## config.mk

```make
export PLATFORM = sky130hd
export DESIGN_NAME = spi_adc_reader_flat
export DESIGN_NICKNAME = d
export VERILOG_FILES = /design/src/rtl/spi_adc_reader_if.sv /design/src/rtl/spi_adc_reader.sv /design/src/flat_wrapper.sv
export SDC_FILE = /design/constraint.sdc
export NUM_CORES = 1
export LEC_CHECK = 0
export CORE_MARGIN = 1
export CORE_UTILIZATION = 50
export DETAILED_ROUTE_END_ITERATION = 10
export GPL_TIMING_DRIVEN = 1
export HOLD_SLACK_MARGIN = 0.15
export PLACE_DENSITY_LB_ADDON = 0.12
export SYNTH_ARGS = -nofsm -noshare
export SYNTH_HDL_FRONTEND = slang
export SYNTH_SLANG_ARGS = --single-unit
```

## constraint.sdc

```tcl
create_clock -name clk -period 4.3 [get_ports clk]
set_input_delay 0.645 -clock clk [delete_from_list [all_inputs] [get_ports clk]]
set_output_delay 0.645 -clock clk [all_outputs]
set_load 0.01 [all_outputs]
```

## src/rtl/spi_adc_reader_if.sv

```systemverilog
// Sample handshake between the ADC reader and its consumer (valid/ready plus drop flag).
interface spi_adc_reader_if #(
  parameter int operand_size = 12
) ();
  logic [operand_size-1:0] sample_out;
  logic                    sample_valid;
  logic                    sample_ready;
  logic                    overrun;

  modport master (output sample_out, output sample_valid, output overrun, input sample_ready);
  modport slave  (input sample_out, input sample_valid, input overrun, output sample_ready);
endinterface

```

## src/rtl/spi_adc_reader.sv

```systemverilog
// SPI ADC front end (CPOL=0): one frame per conversion, sample registered 1 cycle after frame end.
// Backpressure: one-deep output register; a frame completing while it is still full is dropped with an overrun pulse.
module spi_adc_reader #(
  parameter int operand_size  = 12,
  parameter int lead_bits     = 4,
  parameter int clk_div       = 4,
  parameter int gap_cycles    = 8,
  parameter bit offset_binary = 1'b1
) (
  input  logic             clk,
  input  logic             rst_n,
  input  logic             enable,
  input  logic             adc_miso,
  output logic             adc_sclk,
  output logic             adc_cs_n,
  spi_adc_reader_if.master smp
);
  localparam int frame_bits = lead_bits + operand_size;
  localparam int cnt_max    = (clk_div > gap_cycles) ? clk_div : gap_cycles;
  localparam int cnt_w      = $clog2(cnt_max + 1);
  localparam int bit_w      = $clog2(frame_bits + 1);
  localparam logic [cnt_w-1:0]        div_last  = cnt_w'(clk_div - 1);
  localparam logic [cnt_w-1:0]        gap_last  = cnt_w'(gap_cycles - 1);
  localparam logic [bit_w-1:0]        bits_all  = bit_w'(frame_bits);
  localparam logic [operand_size-1:0] msb_flip  = {offset_binary, {(operand_size-1){1'b0}}};

  typedef enum logic [1:0] {IDLE, START, SHIFT, STOP} state_t;

  state_t                  state, state_nxt;
  logic [cnt_w-1:0]        cnt, cnt_nxt;
  logic [bit_w-1:0]        bit_cnt, bit_cnt_nxt;
  logic                    sclk_nxt, cs_n_nxt;
  logic                    shift_en, frame_done;
  logic [operand_size-1:0] shreg, sample, sample_q;
  logic                    valid_q, overrun_q;

  always_ff @(posedge clk or negedge rst_n) begin
    if (!rst_n) begin
      state    <= IDLE;
      cnt      <= '0;
      bit_cnt  <= '0;
      adc_sclk <= 1'b0;
      adc_cs_n <= 1'b1;
    end else begin
      state    <= state_nxt;
      cnt      <= cnt_nxt;
      bit_cnt  <= bit_cnt_nxt;
      adc_sclk <= sclk_nxt;
      adc_cs_n <= cs_n_nxt;
    end
  end

  always_comb begin
    state_nxt   = state;
    cnt_nxt     = cnt;
    bit_cnt_nxt = bit_cnt;
    sclk_nxt    = adc_sclk;
    cs_n_nxt    = adc_cs_n;
    shift_en    = 1'b0;
    frame_done  = 1'b0;
    case (state)
      IDLE: begin
        cnt_nxt     = '0;
        bit_cnt_nxt = '0;
        if (enable) begin
          state_nxt = START;
          cs_n_nxt  = 1'b0;
        end
      end
      START: begin
        if (cnt == div_last) begin
          state_nxt = SHIFT;
          cnt_nxt   = '0;
        end else begin
          cnt_nxt = cnt + 1'b1;
        end
      end
      SHIFT: begin
        if (cnt == div_last) begin
          cnt_nxt  = '0;
          sclk_nxt = ~adc_sclk;
          if (!adc_sclk) begin
            // rising SCLK edge: the ADC's bit has been stable for a full half-period
            shift_en    = 1'b1;
            bit_cnt_nxt = bit_cnt + 1'b1;
          end else if (bit_cnt == bits_all) begin
            state_nxt = STOP;
            cs_n_nxt  = 1'b1;
          end
        end else begin
          cnt_nxt = cnt + 1'b1;
        end
      end
      STOP: begin
        frame_done = (cnt == '0);
        if (cnt == gap_last) begin
          state_nxt = IDLE;
          cnt_nxt   = '0;
        end else begin
          cnt_nxt = cnt + 1'b1;
        end
      end
      default: state_nxt = IDLE;
    endcase
  end

  // Lead bits shift straight through and fall off the top of the register.
  assign sample = shreg ^ msb_flip;

  always_ff @(posedge clk or negedge rst_n) begin
    if (!rst_n) begin
      shreg     <= '0;
      sample_q  <= '0;
      valid_q   <= 1'b0;
      overrun_q <= 1'b0;
    end else begin
      if (shift_en) shreg <= {shreg[operand_size-2:0], adc_miso};
      overrun_q <= 1'b0;
      if (frame_done) begin
        if (!valid_q || smp.sample_ready) begin
          sample_q <= sample;
          valid_q  <= 1'b1;
        end else begin
          overrun_q <= 1'b1;
        end
      end else if (valid_q && smp.sample_ready) begin
        valid_q <= 1'b0;
      end
    end
  end

  assign smp.sample_out   = sample_q;
  assign smp.sample_valid = valid_q;
  assign smp.overrun      = overrun_q;
endmodule
```

## src/flat_wrapper.sv

```systemverilog
// flat-port wrapper written by rule: the top's interface ports become plain ports
module spi_adc_reader_flat 
#(
  parameter int operand_size  = 12,
  parameter int lead_bits     = 4,
  parameter int clk_div       = 4,
  parameter int gap_cycles    = 8,
  parameter bit offset_binary = 1'b1
)
  (clk, rst_n, enable, adc_miso, adc_sclk, adc_cs_n, smp_sample_out, smp_sample_valid, smp_overrun, smp_sample_ready);
  spi_adc_reader_if #(.operand_size(operand_size)) smp_i ();
  input  logic clk;
  input  logic rst_n;
  input  logic enable;
  input  logic adc_miso;
  output logic adc_sclk;
  output logic adc_cs_n;
  output wire logic [$bits(smp_i.sample_out)-1:0] smp_sample_out;
  output wire logic [$bits(smp_i.sample_valid)-1:0] smp_sample_valid;
  output wire logic [$bits(smp_i.overrun)-1:0] smp_overrun;
  input wire logic [$bits(smp_i.sample_ready)-1:0] smp_sample_ready;
  assign smp_sample_out = smp_i.sample_out;
  assign smp_sample_valid = smp_i.sample_valid;
  assign smp_overrun = smp_i.overrun;
  assign smp_i.sample_ready = smp_sample_ready;
  spi_adc_reader #(.operand_size(operand_size), .lead_bits(lead_bits), .clk_div(clk_div), .gap_cycles(gap_cycles), .offset_binary(offset_binary)) u_core (.clk(clk), .rst_n(rst_n), .enable(enable), .adc_miso(adc_miso), .adc_sclk(adc_sclk), .adc_cs_n(adc_cs_n), .smp(smp_i));
endmodule
```

==> out/metrics.yaml <==
detailed_routing:
  routed_wl_mm: 2.86
  drc: 0
  routedWlPerCell_um: 14.0
  via_per_inst: 5.33
  vias: 1087
  ant_nets: 0
  first_pass_iters: 4
  drtIter0Drc: 57
sta:
  slew_viol_final: 0
  finalCritPeriodShare_pct: 50.1
  rsz0062_at_grt: "no"
  finalCriticalPeriod_ns: 2.15
  clock_skew_ns: 0.00716
  setup_violations: 0
  max_freq_mhz: 464
  slew_headroom_pct: 44.8
  fin_setup_tns_ns: 0
  timing.hold.ws_ns: 0.377
  tightest_slew_ns: 0.828
  hold_viol_final: 0
synth:
  synth_edf_count: 0
  synthArstFlopShare_pct: 100
  syn_area_um2: 1760
  yosys.area.top_type: "dfrtp_1"
  synthDistinctLibCells: 33
  yosysWarningCount: 0
  synth_cells: 133
  synth_seq_cells: 39
  synth_top_cell_area_share_pct: 53.9
  seq_area_frac_synth_pct: 55.4
  avgSynthCellArea_um2: 13.3
  syn_nets: 146
  synthTopCellsByArea: "dfrtp_1 54%, mux2_2 9.6%, mux2_1 6.4%"
  ys.flop_type: "dfrtp_1"
cts:
  cts_buffer_depth: 2
  cts_buffers: 5
  cts_sinks: 39
  cts_resized: 0
  clk_latency_ns: 0.35
  htree_levels: 2
  tritoncts: "yes"
  hold_buffers: 0
  cts-root-buf: "clkbuf_4"
  clk_pin_slew_ns: 0.12
  postCtsSetupBuffers: 0
placement:
  dp_hpwl_mm: 1.95
  placed_cell_area_um2: 1990
  io_buffers: 20
  routabilityCongestion: 0.777
  place_inst: 196
final_layout:
  drive_gt1_share_pct: 19.6
  regArea_um2: 977
  final_common_cell: "dfrtp_1"
  antenna_cells: 0
  syn2layout_area_growth_pct: 17.9
  final_cell_count_no_fill: 204
  final_cell_mix: "38 x dfrtp_1, 19 x clkdlybuf4s50_1, 15 x mux2_2, 11 x nor2_1, 10 x mux2_1"
  fillers: 286
  final_nets: 170
  stdcell_area_um2: 2080
  multi_input_area_um2: 733
grt:
  grt_use_met3_pct: 4.41
  grt_start_max_net_pins: 40
  use_met1_pct: 25.0
  grt_use_total_pct: 18.3
  grt_pass1_vias: 1091
  met2_usage_pct: 27.8
  antenna_found_initial: 0
  overflow: 0
  top_usage_layer: "met2"
  grt_pass1_wl_mm: 4.91
setup_path:
  cp_top_family: "buffers and inverters"
  cpPeakStageDelay_ns: 0.60
  crit_chain: "clkdlybuf4s50_1"
  arrival_ns: 1.51
  slowest_stage: "clkdlybuf4s50_1"
  end_kind: "primary output"
  crit_type: "flop to primary output"
  worstPathMaxFanout: 8
  path_buf_inv: 1
  r2r_setup_slack_ns: 2.29
  cp.required_ns: 3.65
  cp-start-kind: "flop"
floorplanning:
  die-area_um2: 3770
  die_y_um: 61.4
  start_util_pct: 52.5
  dieWidth_um: 61.4
  core_um2: 3360
  pin_count: 21
  rows: 21
pwr:
  power_density_nw_per_um2: 309
  power_w: 0.000643
  ir_worst_vdd_mv: 0.223
  p_leak_nw: 0.962
flow_run:
  max-cap-violations: 0
worst_hold_path:
  min_path_type: "input port to asynchronous set/reset pin"
run_status:
  status: "completed"
Yosys cell counts (2+ instances only):
cell type,n
nor3_1,2
ha_1,8
mux2_1,10
o21ai_0,3
nand3_1,4
inv_1,8
xnor2_1,3
nor2_1,11
mux2_2,15
nand2_1,4
dfrtp_1,38
nand2b_1,2
a21oi_1,2
mux2i_1,3
nand4_1,2
per-stage QoR:
step,setup slack [ns],utilization [%]
5_1_grt,2.07,61.8
2_1_floorplan,2.55,-
6_report,2.15,61.8
3_5_place_dp,1.82,59.3
3_3_place_gp,1.87,59.3
4_1_cts,2.14,61.8
routing by layer:
layer	share of wire, %	routed length (um)	up-vias
met5	0	0	-
met4	2.3	65	0
met3	3.1	88	8
met2	45	1290	19
met1	50	1420	547
li1	-	-	513
worst register-to-register path, stage by stage (launching register included):
cell     delay (ns)
dfrtp_1        0.52
nor2_1         0.25
nand4_1        0.59
mux2_1         0.54
kinds of logic after synthesis:
kind of cell	share of synthesized area [%]
flip-flops	55.4
XOR/XNOR	1.99
AO/OA/AOI/OAI	5.04
AND/OR/NAND/NOR	11.2
buffers and inverters	3.05
multiplexers	17.7
adder cells (fa/ha/maj)	5.67
flip-flops by register name, indices dropped and copies added, names as in the netlist:
name	count
u_core.smp.overrun	1
u_core.bit_cnt	5
u_core.cnt	4
u_core.adc_cs_n	1
u_core.state	2
u_core.adc_sclk	1
u_core.smp.sample_out	12
u_core.shreg	12
u_core.smp.sample_valid	1
path summary, 6_finish.rpt:
| kind | depth (start not counted) | start | end |
|---|---|---|---|
| max in group asynchronous | 1 | rst_n | u_core.smp.sample_valid |
| hold / removal | 1 | rst_n | u_core.bit_cnt[4] |
| min in group clk | 1 | u_core.shreg[11] | u_core.smp.sample_out[11] |
| setup / recovery | 1 | u_core.adc_sclk | adc_sclk |
| setup reg to reg | 3 | u_core.cnt[2] | u_core.smp.sample_out[8] |
| hold reg to reg | 1 | u_core.shreg[11] | u_core.smp.sample_out[11] |
layout make-up:
type	instances	share of cell area, %
Clock inverter	2	1.68
Multi-Input combinational cell	83	35.3
Sequential cell	39	47.0
Inverter	8	1.44
Clock buffer	6	2.47
Tap cell	46	2.77
Timing Repair Buffer	20	9.39
power breakdown:
part / leakage, nW / total (W) / internal, W / switching (W)
Clock: 0.0482 / 0.000259 / 0.000137 / 0.000121
Sequential: 0.503 / 0.000371 / 0.000370 / 0.00000188
Combinational: 0.411 / 0.0000126 / 0.00000487 / 0.00000768
(Power assumes the default switching activity.)
